===== config.mk =====
export PLATFORM = sky130hd
export DESIGN_NAME = lsu_controller_flat
export DESIGN_NICKNAME = d
export VERILOG_FILES = /design/src/rtl/lsu_controller_if.sv /design/src/rtl/lsu_controller.sv /design/src/flat_wrapper.sv
export SDC_FILE = /design/constraint.sdc
export NUM_CORES = 1
export LEC_CHECK = 0
export BUFFER_PORTS_ARGS = -buffer_cell sky130_fd_sc_hd__buf_2
export CAP_MARGIN = 10
export CORE_AREA = 2 2 135 137
export CTS_CLUSTER_DIAMETER = 40
export DETAILED_ROUTE_END_ITERATION = 7
export DIE_AREA = 0 0 137 139
export PLACE_DENSITY_LB_ADDON = 0.08
export SYNTH_ARGS = -nofsm -noshare
export SYNTH_HDL_FRONTEND = slang
export SYNTH_SLANG_ARGS = --single-unit

===== constraint.sdc =====
create_clock -name clk -period 2.3 [get_ports clk]
set_input_delay 0.23 -clock clk [delete_from_list [all_inputs] [get_ports clk]]
set_output_delay 0.23 -clock clk [all_outputs]
set_load 0.005 [all_outputs]

===== src/rtl/lsu_controller_if.sv =====
// Data-memory port between the load/store controller and memory.
// Request/grant followed by a separate response/ack phase.
interface lsu_controller_if;
    logic        mem_req;
    logic        mem_we;
    logic [31:0] mem_addr;
    logic [3:0]  mem_be;
    logic [31:0] mem_wdata;
    logic        mem_gnt;
    logic        mem_rvalid;
    logic [31:0] mem_rdata;

    modport master (
        output mem_req,
        output mem_we,
        output mem_addr,
        output mem_be,
        output mem_wdata,
        input  mem_gnt,
        input  mem_rvalid,
        input  mem_rdata
    );

    modport slave (
        input  mem_req,
        input  mem_we,
        input  mem_addr,
        input  mem_be,
        input  mem_wdata,
        output mem_gnt,
        output mem_rvalid,
        output mem_rdata
    );
endinterface


===== src/rtl/lsu_controller.sv =====
// RV32I load/store sequencer: stalls EX, drives the memory handshake,
// extends load data for writeback and raises alignment/timeout faults.
module lsu_controller #(
    parameter int TIMEOUT = 255
) (
    input  logic             clk,
    input  logic             rst,
    input  logic             op_valid,
    input  logic [9:0]       op_code,
    input  logic [31:0]      op_addr,
    input  logic [31:0]      op_wdata,
    input  logic [4:0]       op_rd,
    output logic             stall,
    lsu_controller_if.master mem,
    output logic             wb_valid,
    output logic [4:0]       wb_rd,
    output logic [31:0]      wb_data,
    output logic             exc_valid,
    output logic [1:0]       exc_cause,
    output logic [31:0]      exc_addr
);

    localparam int CW = $clog2(TIMEOUT + 1);
    localparam logic [CW-1:0] TO_LAST = CW'(TIMEOUT - 1);

    typedef enum logic [2:0] {
        IDLE,
        REQ,
        WAIT,
        DONE,
        EXC
    } state_t;

    state_t state;
    state_t state_n;

    logic [CW-1:0] cnt;
    logic          timeout;

    logic [2:0]  f3;
    logic [6:0]  opc;
    logic        is_ld;
    logic        is_st;
    logic        accept;
    logic        sz_b;
    logic        sz_h;
    logic        sz_w;
    logic        mis;
    logic [3:0]  be_d;
    logic [31:0] wdata_d;

    logic [31:0] addr_q;
    logic        st_q;
    logic        uns_q;
    logic [1:0]  sz_q;
    logic [4:0]  rd_q;

    logic [7:0]  byte_v;
    logic [15:0] half_v;
    logic [31:0] ld_data;

    assign f3  = op_code[9:7];
    assign opc = op_code[6:0];

    always_comb begin
        is_ld = 1'b0;
        is_st = 1'b0;
        if (opc == 7'b0000011) begin
            is_ld = (f3 == 3'b000) || (f3 == 3'b001)
                 || (f3 == 3'b010) || (f3 == 3'b100)
                 || (f3 == 3'b101);
        end
        if (opc == 7'b0100011) begin
            is_st = (f3 == 3'b000) || (f3 == 3'b001)
                 || (f3 == 3'b010);
        end
    end

    assign accept = op_valid && (is_ld || is_st);
    assign sz_b   = (f3[1:0] == 2'b00);
    assign sz_h   = (f3[1:0] == 2'b01);
    assign sz_w   = (f3[1:0] == 2'b10);
    assign mis    = (sz_h && op_addr[0])
                 || (sz_w && (op_addr[1:0] != 2'b00));

    always_comb begin
        be_d    = 4'b1111;
        wdata_d = op_wdata;
        unique case (1'b1)
            sz_b: begin
                be_d    = 4'b0001 << op_addr[1:0];
                wdata_d = {4{op_wdata[7:0]}};
            end
            sz_h: begin
                be_d    = op_addr[1] ? 4'b1100 : 4'b0011;
                wdata_d = {2{op_wdata[15:0]}};
            end
            default: begin
                be_d    = 4'b1111;
                wdata_d = op_wdata;
            end
        endcase
    end

    always_comb begin
        case (addr_q[1:0])
            2'd0:    byte_v = mem.mem_rdata[7:0];
            2'd1:    byte_v = mem.mem_rdata[15:8];
            2'd2:    byte_v = mem.mem_rdata[23:16];
            default: byte_v = mem.mem_rdata[31:24];
        endcase
        half_v = addr_q[1] ? mem.mem_rdata[31:16]
                           : mem.mem_rdata[15:0];
        case (sz_q)
            2'b00: ld_data = uns_q ? {24'b0, byte_v}
                                   : {{24{byte_v[7]}}, byte_v};
            2'b01: ld_data = uns_q ? {16'b0, half_v}
                                   : {{16{half_v[15]}}, half_v};
            default: ld_data = mem.mem_rdata;
        endcase
    end

    assign timeout = (cnt >= TO_LAST);

    assign stall = ((state == IDLE) && accept)
                || (state == REQ)
                || (state == WAIT);

    always_ff @(posedge clk) begin
        if (rst) begin
            state <= IDLE;
        end else begin
            state <= state_n;
        end
    end

    // A grant or response in the last budgeted cycle beats the timeout.
    always_comb begin
        state_n = state;
        case (state)
            IDLE: begin
                if (accept) begin
                    state_n = mis ? EXC : REQ;
                end
            end
            REQ: begin
                if (mem.mem_gnt) begin
                    state_n = WAIT;
                end else if (timeout) begin
                    state_n = EXC;
                end
            end
            WAIT: begin
                if (mem.mem_rvalid) begin
                    state_n = DONE;
                end else if (timeout) begin
                    state_n = EXC;
                end
            end
            DONE:    state_n = IDLE;
            EXC:     state_n = IDLE;
            default: state_n = IDLE;
        endcase
    end

    always_ff @(posedge clk) begin
        if (rst) begin
            cnt           <= '0;
            mem.mem_req   <= 1'b0;
            mem.mem_we    <= 1'b0;
            mem.mem_addr  <= '0;
            mem.mem_be    <= '0;
            mem.mem_wdata <= '0;
            wb_valid      <= 1'b0;
            wb_rd         <= '0;
            wb_data       <= '0;
            exc_valid     <= 1'b0;
            exc_cause     <= '0;
            exc_addr      <= '0;
            addr_q        <= '0;
            st_q          <= 1'b0;
            uns_q         <= 1'b0;
            sz_q          <= '0;
            rd_q          <= '0;
        end else begin
            mem.mem_req <= (state_n == REQ);
            exc_valid   <= (state_n == EXC);
            wb_valid    <= 1'b0;

            if (state == IDLE) begin
                cnt <= '0;
            end else if ((state == REQ) || (state == WAIT)) begin
                cnt <= cnt + 1'b1;
            end

            if ((state == IDLE) && accept) begin
                addr_q <= op_addr;
                st_q   <= is_st;
                uns_q  <= f3[2];
                sz_q   <= f3[1:0];
                rd_q   <= op_rd;
                if (mis) begin
                    exc_cause <= is_st ? 2'b10 : 2'b01;
                    exc_addr  <= op_addr;
                end else begin
                    mem.mem_we    <= is_st;
                    mem.mem_addr  <= {op_addr[31:2], 2'b00};
                    mem.mem_be    <= be_d;
                    mem.mem_wdata <= wdata_d;
                end
            end

            if (((state == REQ) || (state == WAIT))
                && (state_n == EXC)) begin
                exc_cause <= 2'b11;
                exc_addr  <= addr_q;
            end

            if ((state == WAIT) && mem.mem_rvalid && !st_q) begin
                wb_valid <= 1'b1;
                wb_rd    <= rd_q;
                wb_data  <= ld_data;
            end
        end
    end

endmodule


===== src/flat_wrapper.sv =====
// flat-port wrapper written by rule: the top's interface ports become plain ports
module lsu_controller_flat 
#(
    parameter int TIMEOUT = 255
)
  (clk, rst, op_valid, op_code, op_addr, op_wdata, op_rd, stall, wb_valid, wb_rd, wb_data, exc_valid, exc_cause, exc_addr, mem_mem_req, mem_mem_we, mem_mem_addr, mem_mem_be, mem_mem_wdata, mem_mem_gnt, mem_mem_rvalid, mem_mem_rdata);
  lsu_controller_if mem_i ();
  input  logic clk;
  input  logic rst;
  input  logic op_valid;
  input  logic [9:0] op_code;
  input  logic [31:0] op_addr;
  input  logic [31:0] op_wdata;
  input  logic [4:0] op_rd;
  output logic stall;
  output logic wb_valid;
  output logic [4:0] wb_rd;
  output logic [31:0] wb_data;
  output logic exc_valid;
  output logic [1:0] exc_cause;
  output logic [31:0] exc_addr;
  output wire logic [$bits(mem_i.mem_req)-1:0] mem_mem_req;
  output wire logic [$bits(mem_i.mem_we)-1:0] mem_mem_we;
  output wire logic [$bits(mem_i.mem_addr)-1:0] mem_mem_addr;
  output wire logic [$bits(mem_i.mem_be)-1:0] mem_mem_be;
  output wire logic [$bits(mem_i.mem_wdata)-1:0] mem_mem_wdata;
  input wire logic [$bits(mem_i.mem_gnt)-1:0] mem_mem_gnt;
  input wire logic [$bits(mem_i.mem_rvalid)-1:0] mem_mem_rvalid;
  input wire logic [$bits(mem_i.mem_rdata)-1:0] mem_mem_rdata;
  assign mem_mem_req = mem_i.mem_req;
  assign mem_mem_we = mem_i.mem_we;
  assign mem_mem_addr = mem_i.mem_addr;
  assign mem_mem_be = mem_i.mem_be;
  assign mem_mem_wdata = mem_i.mem_wdata;
  assign mem_i.mem_gnt = mem_mem_gnt;
  assign mem_i.mem_rvalid = mem_mem_rvalid;
  assign mem_i.mem_rdata = mem_mem_rdata;
  lsu_controller #(.TIMEOUT(TIMEOUT)) u_core (.clk(clk), .rst(rst), .op_valid(op_valid), .op_code(op_code), .op_addr(op_addr), .op_wdata(op_wdata), .op_rd(op_rd), .stall(stall), .mem(mem_i), .wb_valid(wb_valid), .wb_rd(wb_rd), .wb_data(wb_data), .exc_valid(exc_valid), .exc_cause(exc_cause), .exc_addr(exc_addr));
endmodule

==> metrics <==
outcome completed; CTS max path bufs 2; mux cell area share after synthesis slightly below 8%; clock share of power 45.5%; routability cong. 0.861; Top Layer Used met5; detailed-route DRC error count 0; port bufs 257; CP Buf/Inv Count 1; Clock Latency Late Sink between 0.4 and 0.5 ns; Final Setup Violations 0; Fin Setup TNS 0 ns; Mapped Avg Cell Area about 8.3 µm²; Worst-Margin Slew 0.660 ns; Worst setup EP type output port; Critical R2R Capture u_core.exc_addr[7]; Reg clk slew, reported paths 0.07 ns; Max-Slew Margin vs Limit 55.6%; Tcrit/Tclk final between 90% and 100%; Yosys reg bits 193; Core Util, Final between 50% and 60%; share of layout cells above drive strength 1 between 20 and 30%; synthesized cell area ~8100 µm²; path depth of the worst reg2reg path 5; total track usage 23.5%; area delta synth->final 27.3%; Post-Syn Instances 979; Seq/Total Area, Yosys around 47%; Pint around 5.2 mW; Reg power frac approximately half; WL final approximately 23000 µm; PwrDens 654 nW/µm²; number of synthesis warnings 0; compound-gate portion of the synthesized area approximately a fifth; clk sinks around 190; CTS tree built; Post-synth EDFFs 0; min-delay src op_rd[1]; Hold Crit Depth 3; Period minus WS final 2.11 ns; Worst EP required roughly 2.1 ns; cts hold-fix bufs 0; antenna violations before repair 2; final non-filler cell total 1456; Async SR Flop Fraction 0%; simple-gate share of the synthesized area 19.4%; IO Count 260; initial core utilization 46.1%; CP arrival 1.88 ns; Synth Flop Type dfxtp_1; slowest CP cell dfxtp_1; HPWL Detailed 16000 µm; drt wl/cell 15.7 µm; Clock Skews between 0.009 and 0.01 ns; worst hold slack 0.0417 ns; clock root buffer clkbuf_16; CP max stage delay 0.40 ns; critical path's top delay family simple AND/OR/NAND/NOR gates; vias in the first global route roughly 7100; drt pass-1 iters 5; Max Cap Viol 0; met3 WL post-DR 1330 µm; Peak VDD IR 487 µV; gr ovfl total 0; Leak 4.34 nW; Final Total Pwr about 6.8 mW; first-pass GRT wire length between 30000 and 40000 µm; path type of the worst min-delay path input pin to flip-flop; WS Path Type flip-flop to output port; Psw 1.56 mW; Num CTS Buffers 17; Post-CTS Resized 0; die extent in y approximately 140 µm; Distinct cells, synth 53; Switching Share 22.9%; achievable frequency 474 MHz; critical path cell sequence nor4b_4, and4_1, nand2_1, o21ai_0, buf_2; Vias/cell ~5.3; setup slack, reg-to-reg 0.32 ns; largest net degree at the start of global routing 64; Synth Area in Adders less than 1%; Fillers 1668; die area 19000 µm²; final hold violation count 0; Inst Count DP 1423; Reg2Reg Launch Point u_core.cnt[1]; Worst Hold End u_core.rd_q[1]; max-slew violations 0; RSZ-0062 raised after global routing false; Logic pwr share 5.1%; post-CTS setup buffers 0; DR WL met2 10600 µm; Routed met1 length 10500 µm; via count ~7700; Post-Synth XOR/XNOR Area 0.860%; # H-tree levels 4; 1st-iter DRT viols 468; fin nets 1331; CP Launch Type flip-flop; Final ANT Viol Nets 0; CP max FO 9; Chip Width approximately 140 µm; core box area 17700 µm²; main combinational cell family by area after synthesis compound AO/OA/AOI/OAI gates; row cnt 49
-- worst min-delay path: stages --
cell and delay (ns):
buf_2 0.09, nand2_1 0.04, a21oi_1 0.05
-- flip-flops by register name (all words and copies together), names as in the netlist --
signal and cells:
u_core.exc_cause 2, u_core.st_q 1, u_core.mem.mem_be 4, u_core.sz_q 2, u_core.wb_data 32, u_core.mem.mem_addr 30, u_core.uns_q 1, u_core.exc_addr 32
u_core.mem.mem_req 1, u_core.cnt 8, u_core.mem.mem_wdata 32, u_core.exc_valid 1, u_core.addr_q 32, u_core.wb_valid 1, u_core.mem.mem_we 1, u_core.rd_q 5
u_core.state 3, u_core.wb_rd 5
-- power by group through the flow --
stage / logic (mW) / registers (mW) / clock network, mW
after detailed placement: 0.345 / 3.42 / 0
final: 0.346 / 3.35 / 3.09
after CTS: 0.346 / 3.35 / 3.14
after global placement: 0.347 / 3.42 / 0
after floorplan: 0.152 / 3.42 / 0
after global routing: 0.379 / 3.35 / 3.27
-- placed cells by master (no fill, tap or decap), types with 5 or more instances in the layout --
| cell type | instances |
|---|---|
| mux2i_1 | 45 |
| nand3_1 | 5 |
| a211oi_1 | 46 |
| nor2_1 | 67 |
| mux2_2 | 14 |
| a22oi_1 | 5 |
| nand2_1 | 234 |
| nand3b_1 | 10 |
| dfxtp_1 | 193 |
| buf_2 | 256 |
| xor2_1 | 6 |
| nand4_1 | 6 |
| inv_1 | 5 |
| o21ai_0 | 54 |
| a311oi_1 | 8 |
| buf_12 | 7 |
| nor3_1 | 8 |
| a21oi_1 | 129 |
| buf_4 | 32 |
| nor2b_1 | 5 |
| nor3b_1 | 7 |
| o211a_1 | 7 |
| clkbuf_16 | 17 |
-- layout make-up --
cell class,count,area [µm²],area share (%)
clock buffers,19,433,4.18
repair buffers,295,1660,16.0
well taps,229,287,2.76
clock inverters,13,176,1.70
flip-flops and latches,193,3860,37.3
multi-input cells,701,3930,37.9
inverters,5,18.8,0.181
diodes,1,2.50,0.0241
-- cell usage after synthesis (all sizes together) (8+ instances only) --
library cell / number / area share, %
a21oi: 129 / 7.9
clkbuf: 55 / 2.5
mux2i: 45 / 5.5
mux2: 14 / 1.9
dfxtp: 193 / 47
a311oi: 8 / 0.86
nand2: 234 / 11
o21ai: 54 / 3.3
nor2: 69 / 3.2
nor3: 10 / 0.74
nand3b: 10 / 0.92
a211oi: 50 / 4.9
buf: 26 / 2.0
-- metal layers --
metal,track usage (%),up-vias
met3,5.59,36
li1,-,3845
met4,7.54,2
met5,0,-
met1,31.9,3581
met2,36.8,219
-- metrics by stage --
stage               setup slack (ns)  area (µm²)
floorplan                      0.544        8150
global placement               0.359        9760
detailed placement             0.327        9760
CTS                            0.186       10400
global route                  0.0938       10400
finish                         0.192       10400
-- cells by family (layout without fill, tap and decap cells) --
kind of cell / Yosys count / count (layout)
adder cells (fa/ha/maj): 2 / 2
XOR/XNOR: 8 / 8
AO/OA/AOI/OAI: 265 / 265
multiplexers: 60 / 60
flip-flops: 193 / 193
other: 1 / 3
AND/OR/NAND/NOR: 364 / 364
buffers and inverters: 86 / 332
-- how the worst max path moves through the flow --
stage / from / to / depth (start not counted)
3_5_place_dp: op_code[3] / u_core.mem.mem_addr[21] / 9
4_1_cts: u_core.state[1] / stall / 5
3_3_place_gp: op_code[3] / u_core.mem.mem_addr[7] / 9
2_1_floorplan: u_core.cnt[0] / u_core.exc_addr[10] / 8
6_report: u_core.state[1] / stall / 5
5_1_grt: u_core.state[1] / stall / 5
(Power assumes the default switching activity.)
